$ cat config.mk
export PLATFORM = sky130hd
export DESIGN_NAME = register_bank_sync
export DESIGN_NICKNAME = d
export VERILOG_FILES = /design/src/rtl/register_bank_sync.sv
export SDC_FILE = /design/constraint.sdc
export NUM_CORES = 1
export LEC_CHECK = 0
export CAP_MARGIN = 20
export CORE_ASPECT_RATIO = 1.1
export CORE_MARGIN = 8
export CORE_UTILIZATION = 50
export CTS_BUF_LIST = sky130_fd_sc_hd__clkbuf_8
export CTS_CLUSTER_SIZE = 10
export DETAILED_ROUTE_END_ITERATION = 8
export PLACE_DENSITY = 0.65
export SLEW_MARGIN = 5
export SYNTH_ARGS = -nofsm -noshare
export SYNTH_HDL_FRONTEND = slang
export SYNTH_SLANG_ARGS = --single-unit
$ cat constraint.sdc
create_clock -name clk -period 11.6 [get_ports clk]
set_clock_uncertainty 0.05 [all_clocks]
set_input_delay 2.32 -clock clk [delete_from_list [all_inputs] [get_ports clk]]
set_output_delay 2.32 -clock clk [all_outputs]
set_load 0.05 [all_outputs]
$ cat src/rtl/register_bank_sync.sv
// register_bank_sync
//   MIPS-style register file with two synchronous read ports and one write port.
//   Read data is registered, so it appears one cycle after the address.
//   A write and a read of the same address on the same edge return the new data.
//   After reset a clear sequencer zeroes one entry per cycle. ready rises once the
//   whole file has been cleared.
//
// Ports
//   clk         in   1       rising-edge clock
//   rst         in   1       synchronous, active-high reset
//   dir_read1   in   ADDR_W  read address, port 1
//   dir_read2   in   ADDR_W  read address, port 2
//   dir_write   in   ADDR_W  write address
//   write_data  in   DATA_W  write data
//   wena        in   1       write enable (ignored while clearing)
//   bus1        out  DATA_W  registered read data, port 1
//   bus2        out  DATA_W  registered read data, port 2
//   ready       out  1       1 = clear finished, normal operation

module register_bank_sync #(
   parameter int unsigned DATA_W   = 32,
   parameter int unsigned ADDR_W   = 5,
   parameter int unsigned ZERO_REG = 1
) (
   input  logic              clk,
   input  logic              rst,
   input  logic [ADDR_W-1:0] dir_read1,
   input  logic [ADDR_W-1:0] dir_read2,
   input  logic [ADDR_W-1:0] dir_write,
   input  logic [DATA_W-1:0] write_data,
   input  logic              wena,
   output logic [DATA_W-1:0] bus1,
   output logic [DATA_W-1:0] bus2,
   output logic              ready
);

   localparam int unsigned DEPTH = 2 ** ADDR_W;

   typedef enum logic {
      StClear,
      StRun
   } state_e;

   state_e              r_state;
   state_e              w_state_next;
   logic [ADDR_W-1:0]   r_clr_ptr;
   logic [ADDR_W-1:0]   w_clr_ptr_next;
   logic                r_ready;
   logic                w_ready_next;
   logic [DATA_W-1:0]   r_bus1;
   logic [DATA_W-1:0]   r_bus2;
   logic [DATA_W-1:0]   w_bus1_next;
   logic [DATA_W-1:0]   w_bus2_next;
   logic [DATA_W-1:0]   r_mem [DEPTH];

   logic                w_zero_en;
   logic                w_wr_en;
   logic                w_clr_en;
   logic [DATA_W-1:0]   w_rd1;
   logic [DATA_W-1:0]   w_rd2;

   assign w_zero_en = (ZERO_REG != 0);

   // Writes to the hardwired zero entry are dropped, so the bypass must drop them too.
   assign w_wr_en  = !rst && (r_state == StRun) && wena &&
                     !(w_zero_en && (dir_write == '0));
   assign w_clr_en = !rst && (r_state == StClear);

   always_comb begin
      w_rd1 = r_mem[dir_read1];
      if (w_zero_en && (dir_read1 == '0)) begin
         w_rd1 = '0;
      end else if (w_wr_en && (dir_write == dir_read1)) begin
         w_rd1 = write_data;
      end
   end

   always_comb begin
      w_rd2 = r_mem[dir_read2];
      if (w_zero_en && (dir_read2 == '0)) begin
         w_rd2 = '0;
      end else if (w_wr_en && (dir_write == dir_read2)) begin
         w_rd2 = write_data;
      end
   end

   // Next-state logic for the clear sequencer and the read registers.
   always_comb begin
      w_state_next   = r_state;
      w_clr_ptr_next = r_clr_ptr;
      w_ready_next   = r_ready;
      w_bus1_next    = '0;
      w_bus2_next    = '0;
      unique case (r_state)
         StClear: begin
            w_clr_ptr_next = r_clr_ptr + 1'b1;
            if (&r_clr_ptr) begin
               w_state_next = StRun;
               w_ready_next = 1'b1;
            end
         end
         StRun: begin
            w_bus1_next = w_rd1;
            w_bus2_next = w_rd2;
         end
         default: begin
            w_state_next = StClear;
         end
      endcase
   end

   always_ff @(posedge clk) begin
      if (rst) begin
         r_state   <= StClear;
         r_clr_ptr <= '0;
         r_ready   <= 1'b0;
         r_bus1    <= '0;
         r_bus2    <= '0;
      end else begin
         r_state   <= w_state_next;
         r_clr_ptr <= w_clr_ptr_next;
         r_ready   <= w_ready_next;
         r_bus1    <= w_bus1_next;
         r_bus2    <= w_bus2_next;
      end
   end

   // Storage has no reset of its own; the clear sequencer initialises it.
   always_ff @(posedge clk) begin
      if (w_clr_en) begin
         r_mem[r_clr_ptr] <= '0;
      end else if (w_wr_en) begin
         r_mem[dir_write] <= write_data;
      end
   end

   assign bus1  = r_bus1;
   assign bus2  = r_bus2;
   assign ready = r_ready;

endmodule

==> results.rst <==
.. list-table::
   :header-rows: 1

   * - Metric
     - Value
   * - Global Route Usage Sum
     - 28.63%
   * - Top-level port count
     - 115
   * - Fraction of synthesized area in multiplexers
     - 23.22%
   * - Last weighted congestion value of the routability-driven placer
     - 0.8956
   * - Crit Reg-Reg Endpoint
     - bus1[9]
   * - Layout cells sized above 1
     - 23.65%
   * - Final hold violations
     - 0
   * - Die area
     - 0.1111 mm2
   * - Number of hold-repair buffers added at the cts stage
     - 0
   * - Cell taking the most area after synthesis
     - sky130_fd_sc_hd__edfxtp_1
   * - Top fanout value on the critical path
     - 33
   * - Cell area reported after detailed placement
     - 0.05331 mm2
   * - Count of cell instances traversed by the critical path
     - 9
   * - Data arrival, critical path
     - 6.31 ns
   * - Synthesis-to-layout area growth
     - 13.05%
   * - Crit-path leading delay family
     - buffers and inverters
   * - Critical Path, Cell by Cell
     - clkdlybuf4s50_1 > and3b_1 > o21ai_2 > a22oi_1 > mux2i_4 > buf_4 > and2_2 > buf_12 > a211oi_1
   * - Post-layout net count
     - 3,138
   * - Clock Power Share
     - 39.6%
   * - Number of slew-limit violations in the final report
     - 0
   * - Sum of negative setup slack
     - 0 ns
   * - Maximum number of pins on one net before global-route repair
     - 102
   * - Simple-gate area share of the yosys netlist
     - 4.298%
   * - Final Core Density
     - 56.74%
   * - Predominant post-synthesis flop cell
     - sky130_fd_sc_hd__edfxtp_1
   * - Number of CTS-inserted buffers
     - 172
   * - Cells after DPL
     - 4,203
   * - Number of instances in the synthesized netlist
     - 2,935
   * - Worst slew margin relative to its limit
     - 26.97%
   * - Fmax
     - 176.9 MHz
   * - Logic gate share of total power
     - 7.0%
   * - Core footprint
     - 0.1003 mm2
   * - Total vias in the final route
     - 31.17k
   * - Critical Path Source Type
     - primary input
   * - Most common cell after layout, fill and taps aside
     - sky130_fd_sc_hd__edfxtp_1
   * - Horizontal die dimension
     - 318.5 um
   * - Residual antenna-violating net count after detailed routing
     - 0
   * - Shortest period the worst path allows
     - 5.653 ns
   * - Count of unresolved DRC violations after routing
     - 0
   * - Post-DP HPWL
     - 97,860 um
   * - Number of buffers added on ports
     - 114
   * - Switching power
     - 1926 uW
   * - Number of warning messages in the yosys log
     - 0
   * - Type of the worst setup path
     - primary input to flip-flop
   * - Synth Area per Inst
     - 17.15 um2
   * - Period Utilization, post-route
     - 48.73%
   * - Synth Area in Compound Gates
     - 6.067%
   * - Routed length per instance
     - 35.64 um
   * - Antenna violations before repair
     - 4
   * - Sequential cell area fraction in the yosys report
     - 63.91%
   * - Worst setup path end
     - bus1[9]
   * - Worst setup path startpoint
     - rst
   * - Post-cts sizing count
     - 0
   * - Final Setup Violations
     - 0
   * - Slowest stage cell, crit path
     - sky130_fd_sc_hd__and3b_1
   * - Die Height
     - 348.8 um
   * - Net count of the mapped netlist
     - 2,987
   * - Largest family of logic cells by synthesized area
     - multiplexers
   * - Switching Fraction
     - 23.89%
   * - WL final
     - 161,600 um
   * - Area fraction of the dominant cell type after synthesis
     - 61.09%
   * - Synthesized-area fraction occupied by adder cells
     - 0.04971%
   * - Maximum level of the CTS H-tree
     - 4
   * - Setup repair after global routing missed its margin
     - false
   * - Routed via count divided by cell count
     - 6.873
   * - Maximum Capacitance Violations
     - 0
   * - CTS tree
     - yes
   * - Post-CTS setup buffers
     - 0
   * - Launching point of the worst reg2reg path
     - r_state
   * - Maximum clock insertion buffer count
     - 3
   * - Maximum vdd drop
     - 0.0001083 V
   * - Summed area of non-filler cells in the final layout
     - 0.05690 mm2
   * - CP required
     - 12.26 ns
   * - Crit-path max cell delay
     - 0.70 ns
   * - Non-Filler Instances
     - 4,535
   * - Async S/R FF share, synth
     - 0%
   * - CTS clk-pin slew, worst paths
     - 0.06 ns
   * - Detailed Routing Iterations Pass 1
     - 5
   * - Total power
     - 8061 uW
   * - Worst setup EP type
     - flip-flop
   * - R2r worst-path depth
     - 8
   * - Wire length of the first global-routing pass
     - 229,600 um
   * - Clock latency reported for the late side of the worst-skew pair
     - 0.87 ns
   * - Root buffer cell
     - sky130_fd_sc_hd__clkbuf_8
   * - #FFs+latches synth
     - 1,095
   * - Worst setup slack for register-to-register paths
     - 7.54 ns
   * - Cell-internal power
     - 6135 uW
   * - Synth area leaders
     - sky130_fd_sc_hd__edfxtp_1 61%, sky130_fd_sc_hd__mux4_2 16%, sky130_fd_sc_hd__mux2i_1 6.7%
   * - Highest-count cells in the layout ignoring fill and taps
     - 1,024 x sky130_fd_sc_hd__edfxtp_1, 362 x sky130_fd_sc_hd__mux4_2, 336 x sky130_fd_sc_hd__mux2i_1
   * - Initial Util
     - 50.19%
   * - Via count of the first global-routing pass
     - 31.78k
   * - Critical path buffer and inverter count
     - 3
   * - Count of standard-cell rows
     - 122
   * - Sum of overflow across all layers after global routing
     - 0
   * - XOR/XNOR share of the synthesized area
     - 0.08700%
   * - Outcome
     - completed
   * - LEAKAGE
     - 0.01751 uW
   * - Count of routing violations after the opening detailed-route iteration
     - 4,254
   * - Power Dens Cells
     - 141.7 mW/mm2
   * - Clock sink count
     - 1,095
   * - Hold/Removal Path Class
     - flip-flop to flip-flop
   * - Syn Std Cell Area
     - 0.05034 mm2
   * - Number of distinct standard cells referenced by the synthesized netlist
     - 60
   * - Number of flops mapped to enable cells by yosys
     - 1,024
   * - Sequential power share
     - 53.3%
   * - Transition time at the pin with the least slew margin
     - 1.095 ns
## area by class of cell
type / count / area (um2)
diodes: 3 / 7.507
clock buffers: 186 / 2560
well taps: 1302 / 1629
clock inverters: 132 / 759.5
repair buffers: 211 / 2255
flip-flops and latches: 1095 / 32170
inverters: 38 / 142.6
fillers: 7572 / 43380
multi-input cells: 1568 / 17380
## kinds of logic (layout without fill, tap and decap cells)
family,Yosys count,in the layout
simple gates,434,434
compound gates,414,414
flops,1095,1095
fa+ha+maj,2,2
mux,713,713
xor+xnor,5,5
other cells,0,3
buf+inv,272,567
## state kept, by name, indices dropped and copies added, names as in the netlist
signal     count
bus2          32
r_clr_ptr      5
r_state        1
ready          1
r_mem       1024
bus1          32
## routing by layer
| metal | wire, um | GRT usage (%) | up-vias |
|---|---|---|---|
| met5 | 9 | 0 | - |
| met4 | 11820 | 18.37 | 2 |
| met3 | 13070 | 5.452 | 441 |
| met2 | 79520 | 47.57 | 1846 |
| met1 | 57210 | 34.42 | 16319 |
| li1 | - | - | 12561 |
## power groups by stage
| stage | logic [uW] | registers (uW) | clock network [uW] |
|---|---|---|---|
| floorplan | 355 | 4380 | 0 |
| global placement | 555 | 4380 | 0 |
| detailed placement | 562 | 4380 | 0 |
| CTS | 563 | 4300 | 3220 |
| global route | 586 | 4300 | 3390 |
| finish | 567 | 4300 | 3200 |
## metrics by stage
step | setup WS, ns | hold WS (ns)
3_3_place_gp | 4.966 | 0.4138
5_1_grt | 5.937 | 0.4597
2_1_floorplan | 6.084 | 0.5024
4_1_cts | 5.822 | 0.4352
3_5_place_dp | 4.934 | 0.4172
6_report | 5.947 | 0.4346
## worst min path at each step
stage / from / end / cells past startpoint
6_report: ready / ready / 2
5_1_grt: ready / ready / 2
4_1_cts: ready / ready / 2
3_5_place_dp: ready / ready / 2
3_3_place_gp: ready / ready / 2
2_1_floorplan: r_clr_ptr[1] / r_clr_ptr[1] / 2
## cell usage after synthesis (52+ instances only)
cell / number
sky130_fd_sc_hd__mux4_2: 362
sky130_fd_sc_hd__a22oi_1: 256
sky130_fd_sc_hd__a21oi_1: 57
sky130_fd_sc_hd__nand2_1: 87
sky130_fd_sc_hd__clkbuf_1: 125
sky130_fd_sc_hd__buf_2: 71
sky130_fd_sc_hd__nand2b_1: 52
sky130_fd_sc_hd__nand3_1: 98
sky130_fd_sc_hd__dfxtp_1: 71
sky130_fd_sc_hd__edfxtp_1: 1024
sky130_fd_sc_hd__nor2_1: 85
sky130_fd_sc_hd__mux2i_1: 337
## tightest hold or removal path, delay by kind of cell (launching register included)
family | cells | cell delay [ns]
AOI/OAI and AO/OA | 1 | 0.05
and+or+nand+nor | 1 | 0.07
DFF | 1 | 0.33
Power figures use the tool's default switching activity.
